$ cat src/rtl/uart_pkg.sv
// Shared constants for the memory-mapped UART: register offsets, CTRL/STATUS
// bit positions and the state encoding used by both the TX and RX machines.
package uart_pkg;

    localparam logic [1:0] OFF_CTRL   = 2'd0;
    localparam logic [1:0] OFF_RXDATA = 2'd1;
    localparam logic [1:0] OFF_STATUS = 2'd2;
    localparam logic [1:0] OFF_TXDATA = 2'd3;

    localparam int ST_TX_BUSY    = 0;
    localparam int ST_RX_OVERRUN = 1;
    localparam int ST_RX_VALID   = 2;
    localparam int ST_FRAME_ERR  = 3;

    localparam int CTRL_CLR_OVERRUN = 1;
    localparam int CTRL_CLR_FRAME   = 3;

    typedef enum logic [1:0] {
        S_IDLE  = 2'd0,
        S_START = 2'd1,
        S_DATA  = 2'd2,
        S_STOP  = 2'd3
    } uart_state_e;

endpackage

$ cat src/rtl/sync_fifo.sv
// Single-clock FIFO with a combinational head; a push into a full FIFO is
// accepted only when a pop happens in the same cycle.
module sync_fifo #(
    parameter int WIDTH = 8,
    parameter int DEPTH = 4
) (
    input  logic             clk,
    input  logic             rst,
    input  logic             push,
    input  logic [WIDTH-1:0] push_data,
    input  logic             pop,
    output logic             full,
    output logic             empty,
    output logic [WIDTH-1:0] head
);
    localparam int AW = $clog2(DEPTH);
    localparam logic [AW-1:0] PTR_ONE   = AW'(1);
    localparam logic [AW:0]   CNT_ONE   = (AW + 1)'(1);
    localparam logic [AW:0]   CNT_DEPTH = (AW + 1)'(DEPTH);

    logic [WIDTH-1:0] mem_r [DEPTH];
    logic [AW-1:0]    wr_ptr_r;
    logic [AW-1:0]    rd_ptr_r;
    logic [AW:0]      count_r;
    logic             do_push_s;
    logic             do_pop_s;

    assign empty     = (count_r == {(AW + 1){1'b0}});
    assign full      = (count_r == CNT_DEPTH);
    assign head      = mem_r[rd_ptr_r];
    assign do_pop_s  = pop && !empty;
    assign do_push_s = push && (!full || pop);

    // Pointer and occupancy bookkeeping; pointers wrap naturally at DEPTH.
    always_ff @(posedge clk) begin
        if (rst) begin
            wr_ptr_r <= {AW{1'b0}};
            rd_ptr_r <= {AW{1'b0}};
            count_r  <= {(AW + 1){1'b0}};
        end else begin
            if (do_push_s) begin
                wr_ptr_r <= wr_ptr_r + PTR_ONE;
            end
            if (do_pop_s) begin
                rd_ptr_r <= rd_ptr_r + PTR_ONE;
            end
            case ({do_push_s, do_pop_s})
                2'b10:   count_r <= count_r + CNT_ONE;
                2'b01:   count_r <= count_r - CNT_ONE;
                default: count_r <= count_r;
            endcase
        end
    end

    // Storage array; contents are don't-care until written.
    always_ff @(posedge clk) begin
        if (do_push_s) begin
            mem_r[wr_ptr_r] <= push_data;
        end
    end

endmodule

$ cat src/rtl/uart_mmio.sv
// 8N1 UART behind a 4-byte register window: CTRL, RXDATA, STATUS, TXDATA.
// TX has no buffer; RX bytes land in a small FIFO with sticky error flags.
module uart_mmio
    import uart_pkg::*;
#(
    parameter logic [31:0] BASE_ADDR    = 32'h0038_0000,
    parameter int          CLKS_PER_BIT = 868,
    parameter int          RX_DEPTH     = 4
) (
    input  logic        clk,
    input  logic        mem_reset,
    input  logic [31:0] address,
    input  logic        write_en,
    input  logic        read_en,
    input  logic [31:0] write_data,
    output logic [31:0] read_data,
    output logic        sel,
    input  logic        rx,
    output logic        tx
);
    localparam int CNT_W = $clog2(CLKS_PER_BIT);
    localparam logic [CNT_W-1:0] CNT_ZERO  = {CNT_W{1'b0}};
    localparam logic [CNT_W-1:0] CNT_ONE   = CNT_W'(1);
    localparam logic [CNT_W-1:0] BIT_LAST  = CNT_W'(CLKS_PER_BIT - 1);
    localparam logic [CNT_W-1:0] HALF_LAST = CNT_W'(CLKS_PER_BIT / 2 - 1);

    logic [31:0]      offset_s;
    logic [1:0]       reg_off_s;
    logic             sel_s;
    logic             ctrl_wr_s;
    logic             tx_wr_s;
    logic             pop_s;
    logic [3:0]       status_s;
    logic             wdata_unused_s;

    uart_state_e      tx_state_r;
    logic [CNT_W-1:0] tx_cnt_r;
    logic [2:0]       tx_idx_r;
    logic [7:0]       tx_shift_r;
    logic             tx_r;
    logic             tx_busy_r;

    logic [1:0]       rx_sync_r;
    logic             rx_prev_r;
    logic             rx_s;
    uart_state_e      rx_state_r;
    logic [CNT_W-1:0] rx_cnt_r;
    logic [2:0]       rx_idx_r;
    logic [7:0]       rx_shift_r;
    logic             rx_stop_smp_s;
    logic             rx_good_s;
    logic             push_s;
    logic             overrun_set_s;
    logic             frame_set_s;
    logic             rx_overrun_r;
    logic             frame_err_r;

    logic             fifo_full_s;
    logic             fifo_empty_s;
    logic [7:0]       fifo_head_s;

    // A 32-bit subtract keeps the decode exact for any base, aligned or not.
    assign offset_s       = address - BASE_ADDR;
    assign sel_s          = (offset_s < 32'd4);
    assign reg_off_s      = offset_s[1:0];
    assign sel            = sel_s;
    assign ctrl_wr_s      = sel_s && write_en && (reg_off_s == OFF_CTRL);
    assign tx_wr_s        = sel_s && write_en && (reg_off_s == OFF_TXDATA);
    assign pop_s          = sel_s && read_en && (reg_off_s == OFF_RXDATA) && !fifo_empty_s;
    assign wdata_unused_s = ^write_data[31:8];
    assign tx             = tx_r;
    assign rx_s           = rx_sync_r[1];

    assign rx_stop_smp_s = (rx_state_r == S_STOP) && (rx_cnt_r == BIT_LAST);
    assign rx_good_s     = rx_stop_smp_s && rx_s;
    assign frame_set_s   = rx_stop_smp_s && !rx_s;
    assign push_s        = rx_good_s && (!fifo_full_s || pop_s);
    assign overrun_set_s = rx_good_s && fifo_full_s && !pop_s;

    // STATUS word assembly.
    always_comb begin
        status_s                = 4'd0;
        status_s[ST_TX_BUSY]    = tx_busy_r;
        status_s[ST_RX_OVERRUN] = rx_overrun_r;
        status_s[ST_RX_VALID]   = !fifo_empty_s;
        status_s[ST_FRAME_ERR]  = frame_err_r;
    end

    // Load data mux; write-only offsets and misses read as zero.
    always_comb begin
        read_data = 32'd0;
        if (sel_s) begin
            case (reg_off_s)
                OFF_RXDATA: read_data = fifo_empty_s ? 32'd0 : {24'd0, fifo_head_s};
                OFF_STATUS: read_data = {28'd0, status_s};
                default:    read_data = 32'd0;
            endcase
        end else begin
            read_data = 32'd0;
        end
    end

    // Two-flop synchronizer plus one history flop for falling-edge detection.
    always_ff @(posedge clk) begin
        if (mem_reset) begin
            rx_sync_r <= 2'b11;
            rx_prev_r <= 1'b1;
        end else begin
            rx_sync_r <= {rx_sync_r[0], rx};
            rx_prev_r <= rx_s;
        end
    end

    // TX machine: tx_busy mirrors "not idle" and is set on the accepting edge.
    always_ff @(posedge clk) begin
        if (mem_reset) begin
            tx_state_r <= S_IDLE;
            tx_cnt_r   <= CNT_ZERO;
            tx_idx_r   <= 3'd0;
            tx_shift_r <= 8'd0;
            tx_r       <= 1'b1;
            tx_busy_r  <= 1'b0;
        end else begin
            case (tx_state_r)
                S_IDLE: begin
                    tx_cnt_r <= CNT_ZERO;
                    tx_idx_r <= 3'd0;
                    if (tx_wr_s) begin
                        tx_shift_r <= write_data[7:0];
                        tx_r       <= 1'b0;
                        tx_busy_r  <= 1'b1;
                        tx_state_r <= S_START;
                    end
                end
                S_START: begin
                    if (tx_cnt_r == BIT_LAST) begin
                        tx_cnt_r   <= CNT_ZERO;
                        tx_r       <= tx_shift_r[0];
                        tx_shift_r <= {1'b0, tx_shift_r[7:1]};
                        tx_state_r <= S_DATA;
                    end else begin
                        tx_cnt_r <= tx_cnt_r + CNT_ONE;
                    end
                end
                S_DATA: begin
                    if (tx_cnt_r == BIT_LAST) begin
                        tx_cnt_r <= CNT_ZERO;
                        if (tx_idx_r == 3'd7) begin
                            tx_r       <= 1'b1;
                            tx_state_r <= S_STOP;
                        end else begin
                            tx_r       <= tx_shift_r[0];
                            tx_shift_r <= {1'b0, tx_shift_r[7:1]};
                            tx_idx_r   <= tx_idx_r + 3'd1;
                        end
                    end else begin
                        tx_cnt_r <= tx_cnt_r + CNT_ONE;
                    end
                end
                S_STOP: begin
                    if (tx_cnt_r == BIT_LAST) begin
                        tx_cnt_r   <= CNT_ZERO;
                        tx_busy_r  <= 1'b0;
                        tx_state_r <= S_IDLE;
                    end else begin
                        tx_cnt_r <= tx_cnt_r + CNT_ONE;
                    end
                end
                default: begin
                    tx_state_r <= S_IDLE;
                    tx_r       <= 1'b1;
                    tx_busy_r  <= 1'b0;
                end
            endcase
        end
    end

    // RX machine: mid-start check rejects glitches, then one sample per bit period.
    always_ff @(posedge clk) begin
        if (mem_reset) begin
            rx_state_r <= S_IDLE;
            rx_cnt_r   <= CNT_ZERO;
            rx_idx_r   <= 3'd0;
            rx_shift_r <= 8'd0;
        end else begin
            case (rx_state_r)
                S_IDLE: begin
                    rx_cnt_r <= CNT_ZERO;
                    rx_idx_r <= 3'd0;
                    if (rx_prev_r && !rx_s) begin
                        rx_state_r <= S_START;
                    end
                end
                S_START: begin
                    if (rx_cnt_r == HALF_LAST) begin
                        rx_cnt_r   <= CNT_ZERO;
                        rx_state_r <= rx_s ? S_IDLE : S_DATA;
                    end else begin
                        rx_cnt_r <= rx_cnt_r + CNT_ONE;
                    end
                end
                S_DATA: begin
                    if (rx_cnt_r == BIT_LAST) begin
                        rx_cnt_r   <= CNT_ZERO;
                        rx_shift_r <= {rx_s, rx_shift_r[7:1]};
                        if (rx_idx_r == 3'd7) begin
                            rx_state_r <= S_STOP;
                        end else begin
                            rx_idx_r <= rx_idx_r + 3'd1;
                        end
                    end else begin
                        rx_cnt_r <= rx_cnt_r + CNT_ONE;
                    end
                end
                S_STOP: begin
                    if (rx_cnt_r == BIT_LAST) begin
                        rx_cnt_r   <= CNT_ZERO;
                        rx_state_r <= S_IDLE;
                    end else begin
                        rx_cnt_r <= rx_cnt_r + CNT_ONE;
                    end
                end
                default: rx_state_r <= S_IDLE;
            endcase
        end
    end

    // Sticky error flags; a new event in the clearing cycle wins over the clear.
    always_ff @(posedge clk) begin
        if (mem_reset) begin
            rx_overrun_r <= 1'b0;
            frame_err_r  <= 1'b0;
        end else begin
            rx_overrun_r <= overrun_set_s |
                            (rx_overrun_r & ~(ctrl_wr_s & write_data[CTRL_CLR_OVERRUN]));
            frame_err_r  <= frame_set_s |
                            (frame_err_r & ~(ctrl_wr_s & write_data[CTRL_CLR_FRAME]));
        end
    end

    sync_fifo #(
        .WIDTH (8),
        .DEPTH (RX_DEPTH)
    ) u_rx_fifo (
        .clk       (clk),
        .rst       (mem_reset),
        .push      (push_s),
        .push_data (rx_shift_r),
        .pop       (pop_s),
        .full      (fifo_full_s),
        .empty     (fifo_empty_s),
        .head      (fifo_head_s)
    );

endmodule

$ cat config.mk
export PLATFORM = sky130hd
export DESIGN_NAME = uart_mmio
export DESIGN_NICKNAME = d
export VERILOG_FILES = /design/src/rtl/uart_pkg.sv /design/src/rtl/sync_fifo.sv /design/src/rtl/uart_mmio.sv
export SDC_FILE = /design/constraint.sdc
export NUM_CORES = 1
export LEC_CHECK = 0
export CAP_MARGIN = 20
export CORE_MARGIN = 1.5
export CORE_UTILIZATION = 45
export CTS_BUF_LIST = sky130_fd_sc_hd__clkbuf_4
export DETAILED_ROUTE_END_ITERATION = 6
export PLACE_DENSITY = 0.72
export SLEW_MARGIN = 20
export SYNTH_ARGS = -nofsm -noshare
export SYNTH_HDL_FRONTEND = slang
export SYNTH_HIERARCHICAL = 1
export SYNTH_SLANG_ARGS = --single-unit
export TNS_END_PERCENT = 50
$ cat constraint.sdc
create_clock -name clk -period 5.73 [get_ports clk]
set_input_delay 1.719 -clock clk [delete_from_list [all_inputs] [get_ports clk]]
set_output_delay 1.719 -clock clk [all_outputs]
set_load 0.05 [all_outputs]
==> results.md, run 1 <==
- Status: finished clean
- WP buf/inv: 3
- # DRC: 0
- Vias in the first global route: 3428
- DPL Wire Length: 7100 µm
- Sequential area share after synthesis: 45.3%
- Leakage: 2.15 nW
- Core Region: 10400 µm²
- First-pass GRT wire length: 15700 µm
- Worst-Skew Late Latency: 0.44 ns
- NumNets Final: 615
- Final Hold Vio Count: 0
- Max frequency: 182 MHz
- Gr ovfl total: 0
- Antenna violations before repair: 0
- GR Util All Layers: 17.4%
- Vias per inst: 5.20
- CTS tree: yes
- Post-Route WL: 9490 µm
- Worst hold path class: flip-flop to flip-flop
- GP Congestion: 0.781
- Area Growth Syn to Fin: 19.1%
- Worst slack, placed: -0.0379 ns
- Top_reg_cell synth: dfxtp_1
- Top Family by Delay on Critical Path: simple AND/OR/NAND/NOR gates
- Clock Skew: 0.0205 ns
- Ys Warns: 6
- Setup CP Type: primary input to output pin
- Critical-path maximum fanout: 4
- Final period demand of the worst path: 5.50 ns
- Worst path required time: 4.01 ns
- Commonest cells after routing, fill and taps aside: 62 x dfxtp_1, 56 x nor2_1, 43 x clkdlybuf4s50_1, 32 x edfxtp_1, 24 x conb_1
- CP cell instances: clkdlybuf4s50_1 > and3_4 > or3b_4 > a311oi_4 > o21ai_2 > inv_2 > and2_4 > and3_4 > buf_12
- Worst Setup End Kind: output pin
- Drt pass-1 iters: 4
- Largest net degree at the start of global routing: 19
- CP startpoint kind: primary input
- Inserted Diodes: 0
- Commonest non-fill, non-tap cell in the layout: dfxtp_1
- Slew @ Worst Pin: 0.638 ns
- Slew Viols, Final: 0
- Yosys top cell area share: 25.5%
- Clock Tree Root: clkbuf_4
- I/O Buffers: 54
- Mapped cell area: 4860 µm²
- DRT met1 WL: 4270 µm
- I/O pins: 103
- Synth async-reset ratio: 0%
- RSZ-0062 raised after global routing: no
- Top cells by area, synth: dfxtp_1 26%, edfxtp_1 20%, ha_1 5.7%
- Die width: 107 µm
- Drt wl/cell: 14.3 µm
- Clock Sinks: 94
- Reg power frac: 58.4%
- Pwr Density: 203 nW/µm²
- Period utilisation layout: 96.0%
- Initial core utilization: 46.7%
- Worst-path clk slew: 0.12 ns
- # Max-Cap Violations: 0
- Share of cells above drive strength 1: 17.0%
- Sw Pwr: 0.271 mW
- Die ar.: 11400 µm²
- Yosys reg bits: 94
- Worst path slowest cell: clkdlybuf4s50_1
- Die Span Y: 107 µm
- Top cell by count, worst path: and3_4
- Final worst-path setup slack: 0.227 ns
- Clock Tree Buf Depth: 2
- Pwr Total: 1.18 mW
- DR vias: 3452
- Synth Instances: 460
- H-Tree Depth: 3
- Max layer used: met4
- TNS Setup: 0 ns
- Netlist cell types: 73
- Area leader, netlist: dfxtp_1
- ANT nets after route: 0
- Critical Path AT: 3.78 ns
- Rows: 37
- CTS buffer count: 9
- Combinational power share: 8.2%
- DR WL met2: 4660 µm
- Syn Area/Cell: 10.6 µm²
- Met3 routed wirelength: 399 µm
- Peak supply drop: 0.000131 V
- Switching Fraction: 23.1%
- Slowest stage delay, CP: 0.46 ns
- 1st-iter DRT viols: 126
- Post-synth EDFFs: 32
- P_int: 0.904 mW
- Power share of the clock group: 33.4%
- Max_slew headroom: 57.2%
- Final setup viols: 0
## cells in the mapped netlist (3+ instances only)
| library cell | number |
|---|---|
| xor2_1 | 9 |
| mux2i_1 | 18 |
| a211oi_1 | 11 |
| buf_4 | 24 |
| xnor2_1 | 10 |
| clkbuf_8 | 3 |
| nor3_1 | 7 |
| dfxtp_1 | 62 |
| a21oi_1 | 14 |
| nand2b_1 | 8 |
| mux4_2 | 8 |
| nand3_1 | 17 |
| nor2_1 | 59 |
| ha_1 | 22 |
| a22oi_1 | 4 |
| clkbuf_1 | 8 |
| a41o_1 | 5 |
| mux2_2 | 3 |
| nand4_1 | 7 |
| and2_1 | 3 |
| nor4_1 | 5 |
| buf_2 | 3 |
| nand2_1 | 17 |
| inv_1 | 23 |
| and3_1 | 7 |
| or2_2 | 4 |
| and2_2 | 6 |
| o21ai_0 | 6 |
| edfxtp_1 | 32 |
| or3_1 | 4 |
## timing repair
action | 4_1_cts | 5_1_grt
setup buffers | 0 | 1
resized for setup | 2 | 11
pin swaps | 1 | 5
hold buffers | 0 | 0
endpoints found under the hold margin | 0 | 0
setup endpoints to repair | 3 | 8
## metrics by stage
| step | cells | util (%) | hold WS, ns | cell area [µm²] |
|---|---|---|---|---|
| 2_1_floorplan | 483 | - | 0.389 | 4950 |
| 3_3_place_gp | 647 | 53.5 | 0.391 | 5580 |
| 3_5_place_dp | 647 | 53.5 | 0.399 | 5580 |
| 4_1_cts | 663 | 55.2 | 0.428 | 5750 |
| 5_1_grt | 664 | 55.6 | 0.454 | 5790 |
| 6_report | 664 | 55.6 | 0.427 | 5790 |
## power by group through the flow
stage               logic [mW]  clock network, mW  registers (mW)
global route             0.103              0.429           0.687
global placement        0.0941                  0           0.701
finish                  0.0967              0.392           0.687
floorplan               0.0702                  0           0.701
CTS                     0.0965              0.401           0.687
detailed placement      0.0955                  0           0.701
## metal layers
metal	vias up	global-route usage, %
met5	-	0
met4	0	5.43
met1	1624	21.3
met3	16	3.53
li1	1725	-
met2	87	30.9
## sequential cells by signal (all words and copies together) (netlist names), named ones only
name	flops
tx_shift_r	8
rx_prev_r	1
tx_idx_r	3
rx_shift_r	8
rx_sync_r	2
rx_overrun_r	1
u_rx_fifo/rd_ptr_r	2
u_rx_fifo/wr_ptr_r	2
tx_cnt_r	10
rx_idx_r	3
tx_busy_r	1
u_rx_fifo/mem_r	32
rx_state_r	1
tx	1
tx_state_r	2
u_rx_fifo/count_r	3
frame_err_r	1
rx_cnt_r	10
## path summary, 6_finish.rpt
path                                              to  cells past startpoint            startpoint  slack (ns)
worst max-delay path                    read_data[5]                      9           address[21]        0.23
worst min-delay path                    rx_sync_r[1]                      1          rx_sync_r[0]        0.43
worst max register to register  u_rx_fifo/count_r[2]                     13  u_rx_fifo/count_r[1]        2.37
worst min register to register          rx_sync_r[1]                      1          rx_sync_r[0]        0.43
## final cells by class
| type | instances | area, µm² |
|---|---|---|
| fill | 894 | 4620 |
| multi-input combinational | 324 | 2420 |
| sequential | 94 | 2200 |
| timing repair buffer | 69 | 748 |
| tap | 136 | 170 |
| inverter | 25 | 93.8 |
| clock inverter | 6 | 86.3 |
| clock buffer | 10 | 75.1 |
## logic make-up (layout without fill, tap and decap cells)
kind of cell / count (synthesis) / after routing / share of synthesized area [%]
AOI/OAI and AO/OA: 63 / 63 / 10.2
DFF: 94 / 94 / 45.3
and+or+nand+nor: 165 / 165 / 18.8
buffers and inverters: 65 / 110 / 7.72
other: 1 / 24 / 0.0771
muxes: 30 / 30 / 8.41
xor gates and xnor gates: 19 / 19 / 3.42
adders and majority gates: 23 / 23 / 6.07
Power figures use the tool's default switching activity.
==> run 2: changes to the inputs <==
--- a/config.mk
+++ b/config.mk
@@ -10,8 +10,8 @@
 export CORE_UTILIZATION = 45
 export CTS_BUF_LIST = sky130_fd_sc_hd__clkbuf_4
 export DETAILED_ROUTE_END_ITERATION = 6
+export GPL_TIMING_DRIVEN = 0
 export PLACE_DENSITY = 0.72
-export SLEW_MARGIN = 20
 export SYNTH_ARGS = -nofsm -noshare
 export SYNTH_HDL_FRONTEND = slang
 export SYNTH_HIERARCHICAL = 1
==> results.md, run 2 (synthesis gave the netlist of run 1 again) <==
- Post-Route WL: 9790 µm
- Worst path slowest cell: clkdlybuf4s50_1
- CP cell instances: clkdlybuf4s50_1 > and3_4 > or3b_4 > a311oi_4 > o21ai_2 > inv_2 > and2_4 > and3_1 > buf_6
- CTS buffer count: 9
- Worst-Skew Late Latency: 0.44 ns
- Top Family by Delay on Critical Path: simple AND/OR/NAND/NOR gates
- Worst hold path class: flip-flop to flip-flop
- 1st-iter DRT viols: 128
- Die Span Y: 107 µm
- # DRC: 0
- Final Hold Vio Count: 0
- Status: finished clean
- Period utilisation layout: 98.1%
- Die width: 107 µm
- Largest net degree at the start of global routing: 17
- Slew @ Worst Pin: 0.729 ns
- Vias in the first global route: 3468
- Worst path required time: 4.01 ns
- Hold Crit Depth: 1
- I/O Buffers: 53
- Rows: 37
- RSZ-0062 raised after global routing: no
- Area Growth Syn to Fin: 19.7%
- Max FFs per register: 32
- Max_slew headroom: 51.0%
- H-Tree Depth: 3
- Commonest cells after routing, fill and taps aside: 62 x dfxtp_1, 58 x nor2_1, 42 x clkdlybuf4s50_1, 32 x edfxtp_1, 28 x buf_4
- # Max-Cap Violations: 0
- Peak supply drop: 0.000146 V
- Worst Setup End Kind: output pin
- Drt pass-1 iters: 4
- # hold bufs at CTS: 0
- GP Congestion: 0.828
- Most flop-heavy register: u_rx_fifo/mem_r
- Slowest stage delay, CP: 0.45 ns
- ANT nets after route: 0
- Pwr Density: 199 nW/µm²
- Pwr Total: 1.16 mW
- Non-filler cells in the finished layout: 690
- Inserted Diodes: 0
- Final period demand of the worst path: 5.62 ns
- Clock Tree Root: clkbuf_4
- Critical-path maximum fanout: 6
- Leakage: 2.21 nW
- Slew Viols, Final: 0
- NumNets Final: 641
- CP startpoint kind: primary input
- Drt wl/cell: 14.2 µm
- Max frequency: 178 MHz
- WP buf/inv: 3
- First-pass GRT wire length: 16100 µm
- Clock Skew: 0.0214 ns
- Inst Count DP: 672
- Critical path depth in cells: 9
- CTS tree: yes
- Share of cells above drive strength 1: 18.2%
- Commonest non-fill, non-tap cell in the layout: dfxtp_1
- Gr ovfl total: 0
- Setup CP Type: primary input to output pin
- Top flop regs: u_rx_fifo/mem_r: 32 flops, rx_cnt_r: 10 flops, tx_cnt_r: 10 flops
- DR vias: 3551
- DPL Wire Length: 7420 µm
- Final setup viols: 0
- Die ar.: 11400 µm²
- Clock Sinks: 94
- GR Util All Layers: 18.0%
- Critical Path AT: 3.90 ns
- Core Region: 10400 µm²
- Clock Tree Buf Depth: 2
- I/O pins: 103
- Worst hold slack: 0.423 ns
- Vias per inst: 5.15
- TNS Setup: 0 ns
- Antenna violations before repair: 0
- R2r worst-path depth: 13
- Initial core utilization: 46.7%
- Worst-path clk slew: 0.14 ns
-- run 2: cell count changes in the layout (fill, tap and decap cells not counted), moves of 3 or more --
cell and delta:
and3_1 +3, and3_4 -3, buf_12 -9, buf_2 +4, buf_4 +13, buf_6 +6, clkbuf_1 +8, clkbuf_8 +3
-- run 2: power by group --
part           switching, mW  internal, mW
Clock                  0.226         0.134
Combinational         0.0609        0.0489
Sequential          0.000663         0.685
Total                  0.287         0.868
-- run 2: worst paths after layout --
path / startpoint / endpoint / slack, ns
setup / recovery: address[21] / read_data[7] / 0.11
setup reg to reg: u_rx_fifo/count_r[1] / u_rx_fifo/count_r[2] / 2.18
hold / removal: rx_sync_r[0] / rx_sync_r[1] / 0.42
hold reg to reg: rx_sync_r[0] / rx_sync_r[1] / 0.42
-- run 2: area by class of cell --
cell class                      count  area (µm²)
Clock buffer                        9        67.6
Inverter                           25        93.8
Clock inverter                      7        73.8
Buffer                             40         282
Multi-Input combinational cell    324        2390
Fill cell                         922        4600
Timing Repair Buffer               55         539
Sequential cell                    94        2200
Tap cell                          136         170
-- run 2: layer usage --
layer / global-route usage, % / share of wire, %
met4: 5.43 / 1.4
met2: 31.1 / 49
met1: 22.4 / 43
met3: 3.83 / 6.5
met5: 0 / 0
-- run 2: metrics by stage --
step	setup slack (ns)	instance area (µm²)	util, %
detailed placement	-0.949	5650	54.3
global placement	-0.951	5650	54.3
global route	0.0310	5820	55.9
finish	0.110	5820	55.9
CTS	0.0941	5820	55.9
floorplan	0.0297	4950	-
-- run 2: what timing repair did --
| action | in CTS | in global routing |
|---|---|---|
| resized for setup | 60 | 0 |
| endpoints found under the setup margin | 9 | 1 |
| pin swaps | 2 | 2 |
| setup buffers | 2 | 0 |
